## config.mk

```make
export PLATFORM = sky130hd
export DESIGN_NAME = fetch_sequencer
export DESIGN_NICKNAME = d
export VERILOG_FILES = /design/src/rtl/fetch_pkg.sv /design/src/rtl/fetch_pc_reg.sv /design/src/rtl/fetch_sequencer.sv
export SDC_FILE = /design/constraint.sdc
export NUM_CORES = 1
export LEC_CHECK = 0
export BUFFER_PORTS_ARGS = -buffer_cell sky130_fd_sc_hd__buf_2
export CORE_MARGIN = 4
export CORE_UTILIZATION = 43
export CTS_CLUSTER_SIZE = 24
export DETAILED_ROUTE_END_ITERATION = 7
export MAX_ROUTING_LAYER = met4
export PLACE_DENSITY_LB_ADDON = 0.3
export SLEW_MARGIN = 10
export SYNTH_ARGS = -nofsm -noshare
export SYNTH_HDL_FRONTEND = slang
export SYNTH_SLANG_ARGS = --single-unit
export TNS_END_PERCENT = 5
```

## constraint.sdc

```tcl
create_clock -name clock -period 2.1 [get_ports clock]
set_input_delay 0 -clock clock [delete_from_list [all_inputs] [get_ports clock]]
set_output_delay 0 -clock clock [all_outputs]
set_load 0.01 [all_outputs]
```

## src/rtl/fetch_pkg.sv

```systemverilog
// Shared types and constants for the instruction fetch sequencer.
package fetch_pkg;

    typedef enum logic [1:0] {
        IDLE,
        REQ,
        WAIT,
        HOLD
    } fetch_state_t;

    localparam logic [31:0] RESET_PC_DEF = 32'h8002_0000;
    localparam int          INSTR_BYTES  = 4;
    localparam logic [31:0] ALIGN_MASK   = 32'hFFFF_FFFC;

endpackage

```

## src/rtl/fetch_pc_reg.sv

```systemverilog
// Fetch program counter register with a load enable.
module fetch_pc_reg
    import fetch_pkg::*;
#(
    parameter int               WIDTH    = 32,
    parameter logic [WIDTH-1:0] RESET_PC = WIDTH'(RESET_PC_DEF)
) (
    input  logic             clock,
    input  logic             reset,
    input  logic             load,
    input  logic [WIDTH-1:0] d,
    output logic [WIDTH-1:0] q
);

    always_ff @(posedge clock or negedge reset) begin
        if (!reset) begin
            q <= RESET_PC;
        end else if (load) begin
            q <= d;
        end
    end

endmodule

```

## src/rtl/fetch_sequencer.sv

```systemverilog
// Owns the fetch PC, issues one imem read at a time and hands
// fetched instructions to decode; redirects squash stale data.
module fetch_sequencer
    import fetch_pkg::*;
#(
    parameter int               WIDTH    = 32,
    parameter int               INSTR_W  = 32,
    parameter logic [WIDTH-1:0] RESET_PC = WIDTH'(RESET_PC_DEF)
) (
    input  logic               clock,
    input  logic               reset,
    input  logic               redirect_valid,
    input  logic [WIDTH-1:0]   redirect_pc,
    output logic               imem_req_valid,
    output logic [WIDTH-1:0]   imem_req_addr,
    input  logic               imem_req_ready,
    input  logic               imem_resp_valid,
    input  logic [INSTR_W-1:0] imem_resp_data,
    output logic               dec_valid,
    output logic [INSTR_W-1:0] dec_instr,
    output logic [WIDTH-1:0]   dec_pc,
    input  logic               dec_ready,
    output logic [WIDTH-1:0]   pc_out
);

    // Sign extension keeps the upper bits set for any WIDTH.
    localparam logic [WIDTH-1:0] PC_MASK = WIDTH'($signed(ALIGN_MASK));
    localparam logic [WIDTH-1:0] PC_STEP = WIDTH'(INSTR_BYTES);

    fetch_state_t     state;
    logic             drop;
    logic [WIDTH-1:0] pc;
    logic [WIDTH-1:0] pc_d;
    logic             pc_ld;
    logic             accept;
    logic             resp_hit;

    assign accept   = (state == REQ) && imem_req_ready;
    assign resp_hit = (state == WAIT) && imem_resp_valid;

    always_comb begin
        pc_d  = pc;
        pc_ld = 1'b0;
        if (redirect_valid) begin
            pc_d  = redirect_pc & PC_MASK;
            pc_ld = 1'b1;
        end else if (resp_hit && !drop) begin
            pc_d  = pc + PC_STEP;
            pc_ld = 1'b1;
        end
    end

    fetch_pc_reg #(
        .WIDTH    (WIDTH),
        .RESET_PC (RESET_PC)
    ) u_pc (
        .clock (clock),
        .reset (reset),
        .load  (pc_ld),
        .d     (pc_d),
        .q     (pc)
    );

    assign imem_req_valid = (state == REQ);
    assign imem_req_addr  = pc;
    assign pc_out         = pc;

    always_ff @(posedge clock or negedge reset) begin
        if (!reset) begin
            state     <= IDLE;
            drop      <= 1'b0;
            dec_valid <= 1'b0;
            dec_instr <= '0;
            dec_pc    <= '0;
        end else if (redirect_valid) begin
            dec_valid <= 1'b0;
            unique case (state)
                REQ: begin
                    // An accepted request still owes us a response.
                    if (accept) begin
                        state <= WAIT;
                        drop  <= 1'b1;
                    end else begin
                        state <= REQ;
                    end
                end
                WAIT: begin
                    if (imem_resp_valid) begin
                        state <= REQ;
                        drop  <= 1'b0;
                    end else begin
                        state <= WAIT;
                        drop  <= 1'b1;
                    end
                end
                default: state <= REQ;
            endcase
        end else begin
            unique case (state)
                IDLE: state <= REQ;
                REQ: begin
                    if (imem_req_ready) begin
                        state <= WAIT;
                    end
                end
                WAIT: begin
                    if (imem_resp_valid) begin
                        if (drop) begin
                            drop  <= 1'b0;
                            state <= REQ;
                        end else begin
                            dec_instr <= imem_resp_data;
                            dec_pc    <= pc;
                            dec_valid <= 1'b1;
                            state     <= HOLD;
                        end
                    end
                end
                HOLD: begin
                    if (dec_ready) begin
                        dec_valid <= 1'b0;
                        state     <= REQ;
                    end
                end
                default: state <= IDLE;
            endcase
        end
    end

endmodule
```

==> reports/results.ini <==
[synth]
synth_seq_cells=96
synth_compound_area_share_pct=7.71
synth.most_common_cell=dfrtp_1
yosysSeqAreaShare_pct=51.5
synthDistinctLibCells=41
synth_flop_cell=dfrtp_1
synth-edff-count=0
synth_commonest_cells=dfrtp_1, mux2_2, buf_4
synth.largest_area_cell=dfrtp_1
synth_area_leaders=dfrtp_1, mux2_2, buf_4
syn_area_per_cell_sq_um=11.4
synth_warnings=0
yosys.area_share.simple_pct=13.3
synthCells=410
synthAdderAreaFrac_pct=1.07
synth_top_family_by_area=multiplexers
async_flop_share_pct=100
synth.top_cell.area_share_pct=50.3
synth_area_sq_um=4670
synth_mux_area_share_pct=15.8
synth-xor-area-share_pct=2.06

[hold_path]
hold_end=dec_valid$_DFFE_PN0P_
min_path_cells=2
hp-class=in -> reg
hold_start=redirect_valid

[cts]
cts_buffers=9
cts_tree=done
cts_num_sinks=96
htreeDepth=3
clock_tree.root_cell=clkbuf_8
path_clk_slew_ps=90
clkLatencyLatePin_ps=360
clockBufferDepth=2

[die]
fp.coreArea_sq_um=10500
dieWidth_um=112
num_rows=37
fp.dieH_um=112
die_area_sq_um=12600
io_pins=200
floorplan.initialDensity_pct=44.7

[sta]
setup_viol=0
tns_ps=0
fin_skew_ps=11.3
finalCritPeriodShare_pct=95.9
maxSlewViolCount=0
timing.hold.ws_ps=34.3
maxSlewHeadroom_pct=48.5
max_freq_mhz=496
max_slew.worst_pin.slew_ps=772
fin_crit_ps=2010
finalHoldViolCount=0
setup_ws_ps=85.7

[run_status]
status=completed

[pwr]
vdd_drop_max_uv=406
cellLeakagePower_nw=3.43
cellPowerDensity_nw_per_um2=795

[worst_setup_path]
cp_num_buf_inv=1
path_class=reg -> reg
path_max_fanout=9
regToRegSetupSlack_ps=90
endpoint_kind=register
slowest_delay_ps=540
startpoint_type=register
cp_slowest_cell=or4_4
cpLargestDelayFamily=simple AND/OR/NAND/NOR gates
cp_cell_sequence=inv_2 -> ha_4 -> nand4b_4 -> or4_4 -> or4b_1 -> a31oi_1
reg2regPathDepth=6
worstReg2RegEnd=u_pc.q[28]$_DFFE_PN0P_
critical_path_required_ps=2390
arrival_ps=2300
r2r_start=state[0]$_DFFE_PN0P_

[global_routing]
grt_pass1_vias=4200
antenna_found_initial=0
grt_max_degree=58
grt-ovfl-total=0
grt_use_total_pct=21.1
grt_pass1_wl_um=21000

[detailed_routing]
first_pass_iters=5
drtIter0Drc=181
via_per_inst=5.07
finalWirelength_um=12900
drtAntennaViolNets=0
post_drt_wl_per_cell_um=16.0
via_count=4094
route.detailed.drc=0

[finish]
nets=740
multiInputGateArea_sq_um=1930
final_cell_count_no_fill=807
regArea_sq_um=2400
drive_above_1_share_pct=48.3
antenna_cells=0
syn_to_final_growth_pct=43.1
fillCellCount=877

[placed_design]
pre_cts_slack_ps=-85.1
numPortBuffers=191
placedCellCount=724
hpwl_um=8860
gp_congestion=0.794

[run]
cap_viol_max_count=0

[how the worst max path moves through the flow]
stage | from | to | depth (start not counted)
floorplan | state[0]$_DFFE_PN0P_ | u_pc.q[31]$_DFFE_PN1P_ | 8
global placement | state[0]$_DFFE_PN0P_ | u_pc.q[28]$_DFFE_PN0P_ | 6
detailed placement | state[0]$_DFFE_PN0P_ | u_pc.q[28]$_DFFE_PN0P_ | 6
CTS | state[0]$_DFFE_PN0P_ | u_pc.q[26]$_DFFE_PN0P_ | 7
global route | u_pc.q[9]$_DFFE_PN0P_ | u_pc.q[23]$_DFFE_PN0P_ | 5
finish | state[0]$_DFFE_PN0P_ | u_pc.q[28]$_DFFE_PN0P_ | 6
[state kept, by name, summed over array words and instances (netlist names)]
name / flops
dec_instr: 32
dec_pc: 30
dec_valid: 1
drop: 1
state: 2
u_pc.q: 30
[metal layers]
layer / up-vias / track usage [%] / part of all wire [%]
met1: 1969 / 26.4 / 41
met4: 0 / 7.45 / 1.9
met2: 161 / 35.1 / 50
met3: 20 / 3.13 / 6.5
li1: 1944 / - / -
met5: - / - / 0
[logic make-up (layout without fill, tap and decap cells)]
group / after synthesis / count (layout)
xor gates and xnor gates: 11 / 11
adders and majority gates: 4 / 4
muxes: 66 / 66
AOI/OAI and AO/OA: 57 / 57
and+or+nand+nor: 110 / 110
DFF: 96 / 96
buffers and inverters: 65 / 321
other: 1 / 6
[report_power, final]
part / switching, mW / leakage, nW / total, mW / internal, mW
logic: 0.805 / 2.07 / 1.65 / 0.847
registers: 0.208 / 1.26 / 2.41 / 2.20
clock network: 0.662 / 0.100 / 1.26 / 0.593
[layout by cell type, fill, tap and decap left out, drive strengths merged, types with 4 or more instances in the layout]
cell / Yosys / routed
buf: 39 / 231
dfrtp: 94 / 94
dlygate4sd3: 0 / 65
mux2: 63 / 63
nand2: 30 / 30
nor2: 19 / 19
o21ai: 18 / 18
or4: 18 / 18
a31oi: 15 / 15
nand3: 15 / 15
clkbuf: 17 / 11
o31ai: 10 / 10
xnor2: 10 / 10
inv: 8 / 9
conb: 1 / 6
o211ai: 5 / 5
and3: 4 / 4
nor4: 4 / 4
nor3: 4 / 4
nand4: 4 / 4
ha: 4 / 4
or3: 4 / 4
[area by class of cell]
class | instances | area share [%]
sequential | 96 | 36.0
tap | 136 | 2.55
inverter | 9 | 0.505
multi-input combinational | 254 | 28.9
clock buffer | 11 | 2.11
clock inverter | 5 | 0.955
timing repair buffer | 296 | 29.0
[timing repair]
item | CTS | global route
gates resized for setup | 5 | 5
setup buffers | 0 | 2
pin swaps | 0 | 5
endpoints found under the hold margin | 118 | 0
setup endpoints to repair | 10 | 12
hold buffers | 65 | 0
[worst register-to-register path, cell delays in order, from the launching register on]
cell and delay (ps):
dfrtp_1 400, inv_2 80, ha_4 170, nand4b_4 120, or4_4 540, or4b_1 470
a31oi_1 160
[per-stage QoR]
stage	utilization, %	instance area [sq um]	power, mW
after floorplan	-	4690	3.28
after global placement	55.2	5770	3.89
after detailed placement	55.2	5770	3.96
after CTS	63.6	6650	5.34
after global routing	63.9	6690	5.62
final	63.9	6690	5.31
Power figures use the tool's default switching activity.
